[config.mk]
export PLATFORM = sky130hd
export DESIGN_NAME = fpu16_multiplier
export DESIGN_NICKNAME = d
export VERILOG_FILES = /design/src/rtl/fpu16_pkg.sv /design/src/rtl/fpu16_round_norm.sv /design/src/rtl/fpu16_multiplier.sv
export SDC_FILE = /design/constraint.sdc
export NUM_CORES = 1
export LEC_CHECK = 0
export CAP_MARGIN = 0
export CORE_ASPECT_RATIO = 0.9
export CORE_MARGIN = 10
export CORE_UTILIZATION = 30
export CTS_CLUSTER_DIAMETER = 30
export DETAILED_ROUTE_END_ITERATION = 10
export PLACE_DENSITY = 0.49
export SYNTH_ARGS = -nofsm -noshare
export SYNTH_HDL_FRONTEND = slang
export SYNTH_SLANG_ARGS = --single-unit
[constraint.sdc]
create_clock -name i_clk -period 0.8 [get_ports i_clk]
set_input_delay 0.16 -clock i_clk [delete_from_list [all_inputs] [get_ports i_clk]]
set_output_delay 0.16 -clock i_clk [all_outputs]
set_load 0.01 [all_outputs]
[src/rtl/fpu16_pkg.sv]
// Shared binary16 format definitions for the FPU16 cluster.
package fpu16_pkg;

  localparam int EXP_W  = 5;
  localparam int FRAC_W = 10;
  localparam int BIAS   = 15;

  localparam logic [15:0] QNAN    = 16'h7E00;
  localparam logic [15:0] POS_INF = 16'h7C00;

  typedef struct packed {
    logic              sign;
    logic [EXP_W-1:0]  exp;
    logic [FRAC_W-1:0] frac;
  } fp16_t;

endpackage

[src/rtl/fpu16_round_norm.sv]
// Normalizes a raw 22-bit significand product, handles underflow into the
// subnormal range, rounds to nearest-even and saturates overflow to Inf.
module fpu16_round_norm
  import fpu16_pkg::*;
(
  input  logic              i_sign,
  input  logic signed [9:0] i_exp,
  input  logic [21:0]       i_prod,
  output logic [15:0]       o_result
);

  logic [4:0]        w_lz;
  logic              w_found;
  logic [21:0]       w_norm;
  logic signed [9:0] w_be;
  logic [4:0]        w_sh;
  logic [43:0]       w_wide;
  logic [10:0]       w_mant;
  logic              w_g;
  logic              w_st;
  logic              w_up;
  logic [11:0]       w_sum;
  logic signed [9:0] w_exp_fin;
  fp16_t             w_res;

  always_comb begin
    w_lz    = '0;
    w_found = 1'b0;
    for (int i = 21; i >= 0; i--) begin
      if (!w_found && i_prod[i]) begin
        w_lz    = 5'(21 - i);
        w_found = 1'b1;
      end
    end
  end

  // Product is value 1.x * 2^(i_exp+1) once bit 21 holds the leading one.
  assign w_norm = i_prod << w_lz;
  assign w_be   = i_exp + 10'sd16 - $signed({5'd0, w_lz});

  // Shifts past 22 leave nothing but sticky, so clamp the amount.
  always_comb begin
    w_sh = '0;
    if (w_be <= 10'sd0) begin
      if (w_be < -10'sd21) w_sh = 5'd23;
      else                 w_sh = 5'(10'sd1 - w_be);
    end
  end

  assign w_wide = {w_norm, 22'd0} >> w_sh;
  assign w_mant = w_wide[43:33];
  assign w_g    = w_wide[32];
  assign w_st   = |w_wide[31:0];
  assign w_up   = w_g & (w_st | w_mant[0]);
  assign w_sum  = {1'b0, w_mant} + {11'd0, w_up};

  // A subnormal rounding into bit 10 becomes the smallest normal.
  always_comb begin
    if (w_be <= 10'sd0) w_exp_fin = $signed({9'd0, w_sum[10]});
    else                w_exp_fin = w_be + $signed({9'd0, w_sum[11]});
  end

  always_comb begin
    w_res.sign = i_sign;
    w_res.exp  = w_exp_fin[4:0];
    w_res.frac = w_sum[9:0];
    if (w_exp_fin >= 10'sd31) begin
      w_res.exp  = 5'd31;
      w_res.frac = '0;
    end
  end

  assign o_result = w_res;

endmodule

[src/rtl/fpu16_multiplier.sv]
// Binary16 multiplier: combinational decode/multiply/round into one output
// register, so each product appears one clock after its operands.
module fpu16_multiplier
  import fpu16_pkg::*;
(
  input  logic        i_clk,
  input  logic        i_rst_n,
  input  logic [15:0] i_a,
  input  logic [15:0] i_b,
  output logic [15:0] o_result
);

  fp16_t             w_a;
  fp16_t             w_b;
  logic              w_a_zero, w_b_zero, w_a_inf, w_b_inf, w_a_nan, w_b_nan;
  logic              w_sign;
  logic [10:0]       w_ma, w_mb;
  logic [21:0]       w_prod;
  logic signed [9:0] w_ea, w_eb;
  logic [15:0]       w_rounded;
  logic [15:0]       w_next;
  logic [15:0]       r_result;

  assign w_a = i_a;
  assign w_b = i_b;

  assign w_a_zero = (w_a.exp == 5'd0)  && (w_a.frac == '0);
  assign w_b_zero = (w_b.exp == 5'd0)  && (w_b.frac == '0);
  assign w_a_inf  = (w_a.exp == 5'd31) && (w_a.frac == '0);
  assign w_b_inf  = (w_b.exp == 5'd31) && (w_b.frac == '0);
  assign w_a_nan  = (w_a.exp == 5'd31) && (w_a.frac != '0);
  assign w_b_nan  = (w_b.exp == 5'd31) && (w_b.frac != '0);
  assign w_sign   = w_a.sign ^ w_b.sign;

  assign w_ma   = {|w_a.exp, w_a.frac};
  assign w_mb   = {|w_b.exp, w_b.frac};
  assign w_prod = w_ma * w_mb;

  // Subnormals share the exponent of the smallest normal.
  assign w_ea = (w_a.exp == 5'd0) ? -10'sd14 : $signed({5'd0, w_a.exp}) - 10'(BIAS);
  assign w_eb = (w_b.exp == 5'd0) ? -10'sd14 : $signed({5'd0, w_b.exp}) - 10'(BIAS);

  fpu16_round_norm u_round_norm (
    .i_sign   (w_sign),
    .i_exp    (w_ea + w_eb),
    .i_prod   (w_prod),
    .o_result (w_rounded)
  );

  always_comb begin
    w_next = w_rounded;
    if (w_a_nan || w_b_nan)                                  w_next = QNAN;
    else if ((w_a_inf && w_b_zero) || (w_b_inf && w_a_zero)) w_next = QNAN;
    else if (w_a_inf || w_b_inf)                             w_next = {w_sign, POS_INF[14:0]};
    else if (w_a_zero || w_b_zero)                           w_next = {w_sign, 15'd0};
  end

  always_ff @(posedge i_clk or negedge i_rst_n) begin
    if (!i_rst_n) r_result <= '0;
    else          r_result <= w_next;
  end

  assign o_result = r_result;

endmodule

======== After elaboration in Yosys (flattened, before gate mapping) ========
Cells that the tools add are included.
operators by class
  add/subtract/negate cells ............... 8
  $mul .................................... 1
  div/mod/pow operators ................... 0
  $lt $le $gt $ge ......................... 3
  eq/ne operators ......................... 2
  shifts and indexed selects .............. 2
  muxes and demuxes ....................... 52
  bitwise operators ....................... 3
  reductions and logical operators ........ 63
operator list
  operator                                                             number
  2-to-1 mux 15 bit                                                    3
  >> shifter 44 x 5 -> 44 bit                                          1
  2-to-1 mux 5 bit                                                     8
  2-to-1 mux 16 bit                                                    2
  2-to-1 mux 4 bit                                                     8
  OR reduction 32 bit                                                  1
  2-to-1 mux 10 bit                                                    3
  logical AND 1 bit                                                    29
  multiplier 11 x 11 -> 22 bit                                         1
  2-to-1 mux 1 bit                                                     22
  left shift 22 x 5 -> 22 bit                                          1
  zero test 1 bit                                                      21
  zero test 10 bit                                                     2
  nonzero test 10 bit                                                  2
  adder 11 x 1 -> 12 bit                                               1
  2-to-1 mux 3 bit                                                     4
  subtractor 5 x 4 -> 6 bit (second input constant)                    2
  adder 10 bit                                                         1
  adder 10 x 2 -> 10 bit                                               1
  adder 10 x 6 -> 10 bit (second input constant)                       1
  equality test 5 bit (second input constant)                          2
  greater-or-equal comparator 10 x 6 -> 1 bit (second input constant)  1
  <= comparator 10 x 1 -> 1 bit (second input constant)                1
  zero test 5 bit                                                      2
  other kinds (9)                                                      14
storage, ports and cells
  flip-flop bits (word level) ............. 16
  latch bits .............................. 0
  memory bits (writable) .................. 0
  memory bits (read-only) ................. 0
  input bits .............................. 34
  output and inout port bits .............. 16
  word-level logic and storage cells ...... 135
  memories ................................ 0

======== Longest topological paths before layout ========
Gate-level depths: netlist of run 1.
  depth after elaboration ................. 83
  mapped depth ............................ 61

======== Cells and area by module ========
Synthesis of run 1 repeated with hierarchy kept, for this count alone.
second synthesis, totals
  cell total of the unflattened synthesis .. 1222
  area, all modules ....................... 9332.7 um2
modules (own cells, without submodules)
  module            instances  cells an instance  area each (um2)  seq. area each (um2)
  fpu16_multiplier  1          629                5350.1           400.4
  fpu16_round_norm  1          593                3982.6           0.0

======== Worst setup path after synthesis of run 1 ========
OpenSTA, ideal clock, no wires.
  path kind ............................... in2reg
  from .................................... in i_b[10]
  to ...................................... reg r_result[9], in the netlist o_result[9]
  setup time .............................. 0.126 ns
  arrival time ............................ 12.974 ns
  required time ........................... 0.674 ns
  path slack .............................. -12.300 ns
  stages .................................. 58
  path through ............................ inv_1 > ha_1 > or4b_2 > clkbuf_1 > clkbuf_1 > and2_1 > fa_1 > inv_1 > fa_1 > inv_1 > fa_1 > fa_1 > inv_1 > fa_1 > inv_1 > ha_1 > buf_2 > a21o_1 > [... 22 more ...] > nand4_1 > nor2_1 > a21oi_1 > a31oi_1 > o2111ai_4 > nor4_1 > ha_1 > ha_1 > nand3_1 > nand3_1 > o21ai_0 > nand3_1 > a31oi_1 > nor2_1 > nor4_1 > and3_1 > o41a_1 > a311o_1
between the ends
  longest elaborated chain between the ends .. 83
  elaborated cells on any way between the ends .. 121
  those cells by class .................... add/sub (7); mul (1); order compare (3); eq/ne (1); shift (2); mux (51); bitwise (2); reduce/logical (54)
ends and longest elaborated chain
  element                                      line                    RTL
  start: declaration                           fpu16_multiplier.sv:9   input logic [15:0] i_b,
  OR reduction 5 bit                           fpu16_multiplier.sv:36  assign w_mb = {|w_b.exp, w_b.frac};
  multiplier 11 x 11 -> 22 bit                 fpu16_multiplier.sv:37  assign w_prod = w_ma * w_mb;
  2-to-1 mux 1 bit                             fpu16_round_norm.sv:30  if (!w_found && i_prod[i]) begin
  zero test 1 bit                              fpu16_round_norm.sv:30
  logical AND 1 bit                            fpu16_round_norm.sv:30
  2-to-1 mux 1 bit                             fpu16_round_norm.sv:30
  zero test 1 bit                              fpu16_round_norm.sv:30
  logical AND 1 bit                            fpu16_round_norm.sv:30
  [... 68 more ...]                            n/a
  2-to-1 mux 10 bit                            fpu16_round_norm.sv:59  if (w_be <= 10'sd0) w_exp_fin = $signed({9'd0, w_sum[10]});
  greater-or-equal comparator 10 x 6 -> 1 bit  fpu16_round_norm.sv:67  if (w_exp_fin >= 10'sd31) begin
  2-to-1 mux 15 bit                            fpu16_round_norm.sv:67
  2-to-1 mux 15 bit                            fpu16_multiplier.sv:55  else if (w_a_zero || w_b_zero) w_next = {w_sign, 15'd0};
  2-to-1 mux 15 bit                            fpu16_multiplier.sv:54  else if (w_a_inf || w_b_inf) w_next = {w_sign, POS_INF[14:0]};
  2-to-1 mux 16 bit                            fpu16_multiplier.sv:53  else if ((w_a_inf && w_b_zero) || (w_b_inf && w_a_zero)) w_next = QNAN;
  2-to-1 mux 16 bit *                          fpu16_multiplier.sv:52  if (w_a_nan || w_b_nan) w_next = QNAN;
  via w_next[9]                                fpu16_multiplier.sv:21  logic [15:0] w_next;
  end signal: assignment                       fpu16_multiplier.sv:60  else r_result <= w_next;
  end: declaration                             fpu16_multiplier.sv:22  logic [15:0] r_result;
Mark *: on every way through the listed nets, which the timed path passes. The rest lies on a longest branch.

======== Worst setup path in the final report of run 1 ========
  from .................................... in i_b[12]
  to ...................................... reg r_result[9], in the netlist o_result[9]
Same word-level chain as after synthesis.

==> results of run 1 <==
-- cell usage after synthesis (all sizes together), types with 5 or more instances --
master | instances | area [µm²]
inv | 147 | 556.8
nand2 | 136 | 518.0
ha | 87 | 1089
fa | 85 | 1702
and2 | 82 | 515.5
nor2 | 82 | 315.3
a21oi | 73 | 369.1
o21ai | 64 | 324.1
nand3 | 48 | 245.2
clkbuf | 46 | 172.7
nor3 | 25 | 152.7
o211ai | 23 | 196.4
a211oi | 22 | 190.2
buf | 21 | 133.9
a21o | 19 | 142.6
xnor2 | 19 | 166.4
nand4 | 18 | 118.9
o22ai | 17 | 112.6
dfrtp | 16 | 400.4
or3 | 16 | 105.1
mux2i | 15 | 153.9
nor4 | 15 | 93.84
xor2 | 15 | 131.4
a31oi | 12 | 96.34
o21a | 12 | 90.09
and3 | 9 | 56.30
o2111ai | 8 | 87.59
a2111oi | 7 | 111.4
a211o | 7 | 61.31
a221oi | 7 | 67.56
o31ai | 7 | 52.55
and4 | 6 | 52.55
o21bai | 6 | 45.04
o221ai | 6 | 52.55
a41oi | 5 | 43.79
-- stage by stage --
| stage | instance area (µm²) | hold WS (ps) | util [%] |
|---|---|---|---|
| finish | 15030 | 251.4 | 48.49 |
| global route | 15030 | 269.9 | 48.49 |
| CTS | 14610 | 247.7 | 47.15 |
| detailed placement | 13680 | 504.3 | 44.14 |
| global placement | 13680 | 504.9 | 44.14 |
| floorplan | 9908 | -135.6 | - |
-- cells by family after synthesis --
kind of cell,Yosys count,synth area share [%]
AOI/OAI and AO/OA,344,26.77
xor gates and xnor gates,34,3.148
buffers and inverters,214,9.127
DFF,16,4.233
muxes,19,2.103
and+or+nand+nor,463,25.12
adders and majority gates,172,29.50
-- worst max path at each step --
| stage | from | to | slack, ps | cells after the start |
|---|---|---|---|---|
| finish | i_b[12] | o_result[9]$_DFF_PN0_ | -10620 | 51 |
| global route | i_b[11] | o_result[9]$_DFF_PN0_ | -11170 | 54 |
| CTS | i_b[11] | o_result[9]$_DFF_PN0_ | -10490 | 55 |
| detailed placement | i_b[11] | o_result[9]$_DFF_PN0_ | -11720 | 53 |
| global placement | i_b[11] | o_result[9]$_DFF_PN0_ | -11450 | 51 |
| floorplan | i_b[11] | o_result[9]$_DFF_PN0_ | -10990 | 58 |
-- cells in the final DEF (no fill, tap or decap), types with 14 or more instances in the layout --
cell type / Yosys / routed
sky130_fd_sc_hd__a21o_1: 19 / 19
sky130_fd_sc_hd__a21oi_1: 72 / 58
sky130_fd_sc_hd__and2_1: 81 / 77
sky130_fd_sc_hd__buf_2: 14 / 15
sky130_fd_sc_hd__buf_4: 2 / 445
sky130_fd_sc_hd__buf_6: 4 / 42
sky130_fd_sc_hd__dfrtp_1: 16 / 16
sky130_fd_sc_hd__fa_1: 85 / 83
sky130_fd_sc_hd__ha_1: 87 / 78
sky130_fd_sc_hd__inv_1: 145 / 133
sky130_fd_sc_hd__nand2_1: 135 / 124
sky130_fd_sc_hd__nand3_1: 47 / 37
sky130_fd_sc_hd__nand4_1: 17 / 17
sky130_fd_sc_hd__nor2_1: 79 / 64
sky130_fd_sc_hd__nor3_1: 22 / 18
sky130_fd_sc_hd__o211ai_1: 20 / 20
sky130_fd_sc_hd__o21ai_0: 51 / 36
sky130_fd_sc_hd__o21ai_1: 12 / 14
sky130_fd_sc_hd__o22ai_1: 16 / 15
sky130_fd_sc_hd__xnor2_1: 19 / 15
-- timing repair --
| action | 4_1_cts | 5_1_grt |
|---|---|---|
| pin swaps | 92 | 45 |
| setup buffers | 53 | 20 |
| hold buffers | 0 | 0 |
| endpoints found under the setup margin | 32 | 32 |
| cloned | 0 | 1 |
| gates resized for setup | 245 | 104 |
-- routing by layer --
| layer | vias to the layer above | GRT usage (%) | wire, µm |
|---|---|---|---|
| met5 | - | 0 | 0 |
| met4 | 0 | 1.767 | 392 |
| met3 | 36 | 1.273 | 2003 |
| met2 | 320 | 28.30 | 15750 |
| met1 | 5415 | 27.53 | 18650 |
| li1 | 5441 | - | - |
-- area by class of cell --
cell class	count	area [µm²]	area share (%)
multi-input cells	1032	9218	61.34
repair buffers	533	4222	28.09
inverters	147	586.8	3.905
well taps	409	511.7	3.405
flip-flops and latches	16	400.4	2.664
clock buffers	4	88.84	0.5912
==> results_dict.tcl, run 1 <==
set metrics [dict create \
    cts.clk_slew.worst_paths_ps 40 \
    finalCritPeriodShare_pct 1427 \
    worstMarginPinSlew_ps 697.8 \
    fp.dieH_um 188.5 \
    synth_area_per_cell_um2 7.495 \
    postLayoutSetupSlackWorst_ps -10620 \
    rows 61 \
    finalHoldViolations 0 \
    startpoint_type "input pin" \
    start_util_pct 30.53 \
    htreeDepth 1 \
    ctsLongestPathBuffers 2 \
    critical_path_peak_fanout 7 \
    mappedNetlistArea_um2 9459 \
    max_cap_violations 0 \
    tritoncts_num_sinks 16 \
    final-instance-count-excl-fill 2141 \
    finalSetupTns_ps -157030 \
    number_of_setup_violations_in_the_final_report 32 \
    postSynth.asyncResetShare_pct 100.0 \
    grt_usage_pct 18.20 \
    synth_ff_type "sky130_fd_sc_hd__dfrtp_1" \
    layout.filler_cells 3003 \
    failing_checks "setup timing" \
    vias 11210 \
    critPathRequiredTime_ps 910 \
    grt_antenna_before_repair 1 \
    cp.arrival_ps 11530 \
    layout-drive-gt1-share_pct 41.80 \
    yosys_warnings 0 \
    rsz_0062_raised_after_global_routing "true" \
    synth.yosys.seq_area_share_pct 4.233 \
    die_w_um 207.2 \
    numPortBuffers 49 \
    first_global_vias 11270 \
    postRouteWirelength_um 36800 \
    hpwlAfterDp_um 29890 \
    drt-wirelength-per-cell_um 17.19 \
    synth_to_final_area_change_pct 58.86 \
    outcome "finished with violations" \
    die-area_um2 39040 \
    critPathBufInv 8 \
    max_freq_mhz 87.57 \
    antenna-diode-count 0 \
    first_pass_iters 5 \
    synth_edf_count 0 \
    worst_setup_path_end_kind "register" \
    largest_register_ffs 16 \
    path_class "input pin to register" \
    crit_path_top_delay_cell "sky130_fd_sc_hd__or4b_4" \
    hold_path_class "input pin to async pin" \
    flip_flop_and_latch_count_after_synthesis 16 \
    initialDrtViolationCount 775 \
    synthesis.nets 1468 \
    grt_start_max_net_pins 26 \
    dp_slack_ps -11720 \
    dpl.cell_count 2068 \
    fin_nets 1939 \
    relSlewSlack_pct 53.12 \
    wire_length_of_the_first_global_routing_pass_um 60420 \
    antenna_violation_net_count_after_detailed_routing 0 \
    timing.critical_path.slowest_cell_delay_ps 590 \
    syn_inst 1262 \
    clock-root-buffer "sky130_fd_sc_hd__clkbuf_16" \
    ios 50 \
    post_synth_num_cell_types 105 \
    grt_remaining_overflow 0 \
    cts_inserted_buffers 3 \
    clock_tree_from_tritoncts "done" \
    crit_path_frequent_cell "sky130_fd_sc_hd__fa_1" \
    finalCriticalPeriod_ps 11420 \
    fp.coreArea_um2 30990 \
    report.final.slew_viol_count 0 \
    post_drt_via_cell_ratio 5.237 \
    route.detailed.drc 0 \
    gp_routability_congestion 0.9583 \
    crit_family "adder cells" \
]
Power of run 1 is not shown: default switching activity piles up to over one toggle a cycle in this logic, so the estimate is an artifact.
==> inputs of run 2 (changes only) <==
--- a/config.mk
+++ b/config.mk
@@ -8,10 +8,10 @@
 export CAP_MARGIN = 0
 export CORE_ASPECT_RATIO = 0.9
 export CORE_MARGIN = 10
-export CORE_UTILIZATION = 30
+export CORE_UTILIZATION = 40
 export CTS_CLUSTER_DIAMETER = 30
 export DETAILED_ROUTE_END_ITERATION = 10
-export PLACE_DENSITY = 0.49
+export PLACE_DENSITY = 0.61
 export SYNTH_ARGS = -nofsm -noshare
 export SYNTH_HDL_FRONTEND = slang
 export SYNTH_SLANG_ARGS = --single-unit
==> results_dict.tcl, run 2 (synthesized netlist as in run 1, its figures left out) <==
set metrics [dict create \
    cp.arrival_ps 11760 \
    largest_register_ffs 16 \
    antenna-diode-count 0 \
    layout.filler_cells 1954 \
    worst_setup_path_end_kind "register" \
    post-route-cell-area_um2 14630 \
    crit_path_top_delay_cell "sky130_fd_sc_hd__fa_2" \
    cts.clk_slew.worst_paths_ps 40 \
    outcome "finished with violations" \
    die-area_um2 30210 \
    ios 50 \
    vias 11630 \
    postRouteWirelength_um 37390 \
    relSlewSlack_pct 61.65 \
    post_cts_hold_buffer_count 0 \
    fp.coreArea_um2 23340 \
    die_w_um 182.1 \
    final_common_cell "sky130_fd_sc_hd__buf_4" \
    timing.critical_path.from "i_b[11]" \
    hpwlAfterDp_um 29000 \
    dp_slack_ps -11650 \
    antenna_violation_net_count_after_detailed_routing 0 \
    first_global_vias 11290 \
    critical_path_peak_fanout 8 \
    rsz_0062_raised_after_global_routing "true" \
    timing.critical_path.slowest_cell_delay_ps 570 \
    hold_path_class "input pin to async pin" \
    utilization_pct 62.66 \
    fp.dieH_um 165.9 \
    finalHoldViolations 0 \
    post_drt_via_cell_ratio 5.789 \
    gp_routability_congestion 0.9946 \
    final_cell_mix "sky130_fd_sc_hd__buf_4, sky130_fd_sc_hd__inv_1, sky130_fd_sc_hd__nand2_1, sky130_fd_sc_hd__fa_1, sky130_fd_sc_hd__and2_1" \
    worstMarginPinSlew_ps 571.2 \
    startpoint_type "input pin" \
    path_class "input pin to register" \
    synth_to_final_area_change_pct 54.62 \
    fin_nets 1914 \
    failing_checks "setup timing" \
    postLayoutSetupSlackWorst_ps -10840 \
    placed_area_um2 13350 \
    tritoncts_num_sinks 16 \
    grt_usage_pct 22.89 \
    htreeDepth 1 \
    layout-drive-gt1-share_pct 39.66 \
    grt_start_max_net_pins 26 \
    first_pass_iters 5 \
    wire_length_of_the_first_global_routing_pass_um 58690 \
    grt_antenna_before_repair 0 \
    finalCriticalPeriod_ps 11640 \
    start_util_pct 40.52 \
    grt_remaining_overflow 0 \
    max_freq_mhz 85.92 \
    initialDrtViolationCount 1343 \
    fin_hold_ws_ps 267.9 \
    clock-root-buffer "sky130_fd_sc_hd__clkbuf_16" \
    numPortBuffers 49 \
    critPathBufInv 9 \
    cts_inserted_buffers 3 \
    critPathRequiredTime_ps 920 \
    finalCritPeriodShare_pct 1455 \
    number_of_setup_violations_in_the_final_report 32 \
    max_cap_violations 0 \
    clock_tree_from_tritoncts "done" \
    critical_path_depth 53 \
    crit_family "adder cells" \
    drt-wirelength-per-cell_um 18.61 \
    rows 53 \
    crit_end "o_result[9]$_DFF_PN0_" \
    report.final.slew_viol_count 0 \
    ctsLongestPathBuffers 2 \
    route.detailed.drc 0 \
]
==> run 2: changes by cell type in the layout (fill, tap and decap cells not counted), sizes merged <==
cell	change
buf	-27
dlymetal6s2s	+3
clkbuf	-2
clkdlybuf4s15	-2
dlygate4sd2	+2
clkdlybuf4s50	+1
clkinv	+1
inv	-1
==> run 2: metal layers <==
metal  vias up  track usage, %  wire length [µm]
li1       5367               -                 -
met1      5602           33.11             16960
met2       572           34.80             16240
met3        89           4.269              3390
met4         0           4.030               804
met5         -               0                 0
==> run 2: stage by stage <==
stage,TNS (ps),cells
after global routing,-167240,2009
after detailed placement,-175960,1937
after global placement,-173060,1937
after CTS,-157990,1992
final,-160120,2009
after floorplan,-161260,1262
==> run 2: how the worst min path moves through the flow <==
| stage | cells after the start | slack, ps | start | end |
|---|---|---|---|---|
| floorplan | 0 | -140 | i_rst_n | o_result[0]$_DFF_PN0_ |
| global placement | 2 | 510 | i_rst_n | o_result[14]$_DFF_PN0_ |
| detailed placement | 2 | 510 | i_rst_n | o_result[14]$_DFF_PN0_ |
| CTS | 2 | 270 | i_rst_n | o_result[8]$_DFF_PN0_ |
| global route | 2 | 280 | i_rst_n | o_result[8]$_DFF_PN0_ |
| finish | 2 | 270 | i_rst_n | o_result[14]$_DFF_PN0_ |
==> run 2: timing repair <==
| item | 4_1_cts | 5_1_grt |
|---|---|---|
| endpoints found under the setup margin | 32 | 32 |
| gates resized for setup | 199 | 102 |
| hold endpoints to repair | 0 | 0 |
| pin swaps | 77 | 47 |
| buffers inserted | 52 | 23 |
==> run 2: final cells by class <==
class	count	area, µm²	share of cell area (%)
clock buffer	4	88.84	0.6074
inverter	147	586.8	4.012
multi-input combinational	1032	9186	62.81
sequential	16	400.4	2.738
tap	302	377.9	2.584
timing repair buffer	508	3985	27.25
Power of run 2 is left out for the same reason.
==> inputs of run 3 (changes only) <==
--- a/config.mk
+++ b/config.mk
@@ -9,9 +9,9 @@
 export CORE_ASPECT_RATIO = 0.9
 export CORE_MARGIN = 10
 export CORE_UTILIZATION = 40
-export CTS_CLUSTER_DIAMETER = 30
+export CTS_CLUSTER_DIAMETER = 100
 export DETAILED_ROUTE_END_ITERATION = 10
-export PLACE_DENSITY = 0.61
+export PLACE_DENSITY = 0.59
 export SYNTH_ARGS = -nofsm -noshare
 export SYNTH_HDL_FRONTEND = slang
 export SYNTH_SLANG_ARGS = --single-unit
==> constraint.sdc (replaced) <==
create_clock -name i_clk -period 13.2 [get_ports i_clk]
set_input_delay 2.64 -clock i_clk [delete_from_list [all_inputs] [get_ports i_clk]]
set_output_delay 2.64 -clock i_clk [all_outputs]
set_load 0.01 [all_outputs]
==> results_dict.tcl, run 3 (synthesized netlist as in run 1, its figures left out) <==
set metrics [dict create \
    rows 53 \
    fp.dieH_um 165.9 \
    route.detailed.drc 0 \
    number_of_setup_violations_in_the_final_report 15 \
    postRouteWirelength_um 34730 \
    grt.busiest_layer "met2" \
    grt.met3_usage_pct 4.139 \
    grt_start_max_net_pins 26 \
    first_pass_iters 9 \
    cts_inserted_buffers 3 \
    post_drt_via_cell_ratio 5.637 \
    final-instance-count-excl-fill 1942 \
    path_class "input pin to register" \
    max_cap_violations 0 \
    drt-wirelength-per-cell_um 17.88 \
    ctsLongestPathBuffers 2 \
    dpl.cell_count 1887 \
    ios 50 \
    critical_path_peak_fanout 7 \
    grt_usage_pct 21.85 \
    grt_remaining_overflow 0 \
    postLayoutSetupSlackWorst_ps -751.1 \
    finalCriticalPeriod_ps 13950 \
    wire_length_of_the_first_global_routing_pass_um 56440 \
    failing_checks "setup timing" \
    finalHoldViolations 0 \
    worstMarginPinSlew_ps 702.4 \
    die_w_um 182.1 \
    hold_path_class "input pin to async pin" \
    clock_tree_from_tritoncts "done" \
    vias 10950 \
    placed_area_um2 12960 \
    initialDrtViolationCount 1034 \
    hpwlAfterDp_um 27810 \
    finalCritPeriodShare_pct 105.7 \
    post_cts_hold_buffer_count 0 \
    final_cell_mix "sky130_fd_sc_hd__buf_4, sky130_fd_sc_hd__inv_1, sky130_fd_sc_hd__nand2_1, sky130_fd_sc_hd__fa_1, sky130_fd_sc_hd__and2_1" \
    met2_usage_pct 32.61 \
    layout-drive-gt1-share_pct 35.24 \
    relSlewSlack_pct 53.00 \
    tritoncts_num_sinks 16 \
    global_route_met1_utilization_pct 32.24 \
    first_global_vias 10840 \
    htreeDepth 1 \
    start_util_pct 40.52 \
    startpoint_type "input pin" \
    synth_to_final_area_change_pct 49.17 \
    fp.coreArea_um2 23340 \
    antenna_violation_net_count_after_detailed_routing 0 \
    crit_path_top_delay_cell "sky130_fd_sc_hd__fa_1" \
    timing.critical_path.slowest_cell_delay_ps 560 \
    cts.clk_slew.worst_paths_ps 50 \
    critPathRequiredTime_ps 13320 \
    timing.critical_path.from "i_b[11]" \
    clock-root-buffer "sky130_fd_sc_hd__clkbuf_16" \
    post-route-cell-area_um2 14110 \
    die-area_um2 30210 \
    numPortBuffers 49 \
    final_common_cell "sky130_fd_sc_hd__buf_4" \
    outcome "finished with violations" \
    grt_antenna_before_repair 0 \
    gp_routability_congestion 0.9873 \
    rsz_0062_raised_after_global_routing "true" \
    largest_register_ffs 16 \
    fin_hold_ws_ps 2818 \
    fin_nets 1847 \
    antenna-diode-count 0 \
    worst_setup_path_end_kind "register" \
    max_freq_mhz 71.68 \
    report.final.slew_viol_count 0 \
    cp.arrival_ps 14070 \
]
run 3: cell types whose count changed in the layout (fill, tap and decap cells not counted), moves of 5 or more:
cell                              before  now
sky130_fd_sc_hd__buf_2                13    1
sky130_fd_sc_hd__buf_4               430  369
sky130_fd_sc_hd__buf_6                33   20
sky130_fd_sc_hd__clkbuf_2              8    1
sky130_fd_sc_hd__clkdlybuf4s50_1       4   30
sky130_fd_sc_hd__inv_2                 3    9
sky130_fd_sc_hd__nor4_4                7    1
sky130_fd_sc_hd__o21ai_2              13    8
run 3: routing by layer:
layer / share of wire (%) / wire [µm]
met1: 47 / 16310
met2: 42 / 14710
met4: 1.7 / 586
met3: 9.0 / 3120
met5: 0 / 0
run 3: path summary, 6_finish.rpt:
| path | end | slack (ps) | depth (start not counted) |
|---|---|---|---|
| max in group asynchronous | o_result[6]$_DFF_PN0_ | 9950 | 1 |
| hold / removal | o_result[14]$_DFF_PN0_ | 2820 | 1 |
| min in group i_clk | o_result[15]$_DFF_PN0_ | 3050 | 3 |
| setup / recovery | o_result[9]$_DFF_PN0_ | -750 | 54 |
run 3: final cells by class:
class / instances / area [µm²]
Multi-Input combinational cell: 1032 / 9101
Sequential cell: 16 / 400.4
Clock buffer: 4 / 88.84
Timing Repair Buffer: 441 / 3565
Inverter: 147 / 576.8
Tap cell: 302 / 377.9
Fill cell: 2050 / 9233
run 3: critical path, delay by kind of cell:
family,cells,cell delay (ps)
multiplexers,1,160
buffers and inverters,10,880
AND/OR/NAND/NOR,13,2690
XOR/XNOR,1,160
AO/OA/AOI/OAI,16,2970
adder cells (fa/ha/maj),13,4560
run 3: what timing repair did:
item / 4_1_cts / 5_1_grt
pin swaps: 59 / 50
resized for setup: 113 / 70
endpoints found under the setup margin: 15 / 15
cloned: 0 / 0
buffers inserted: 43 / 12
run 3: through the flow:
step	setup TNS (ps)	worst slack, ps	util, %
after floorplan	-12010	-1073	-
after global placement	-19320	-1532	55.53
after detailed placement	-20680	-1627	55.53
after CTS	-6282	-599.5	58.81
after global routing	-15340	-1238	60.45
final	-7811	-751.1	60.45
Power of run 3 is left out for the same reason.
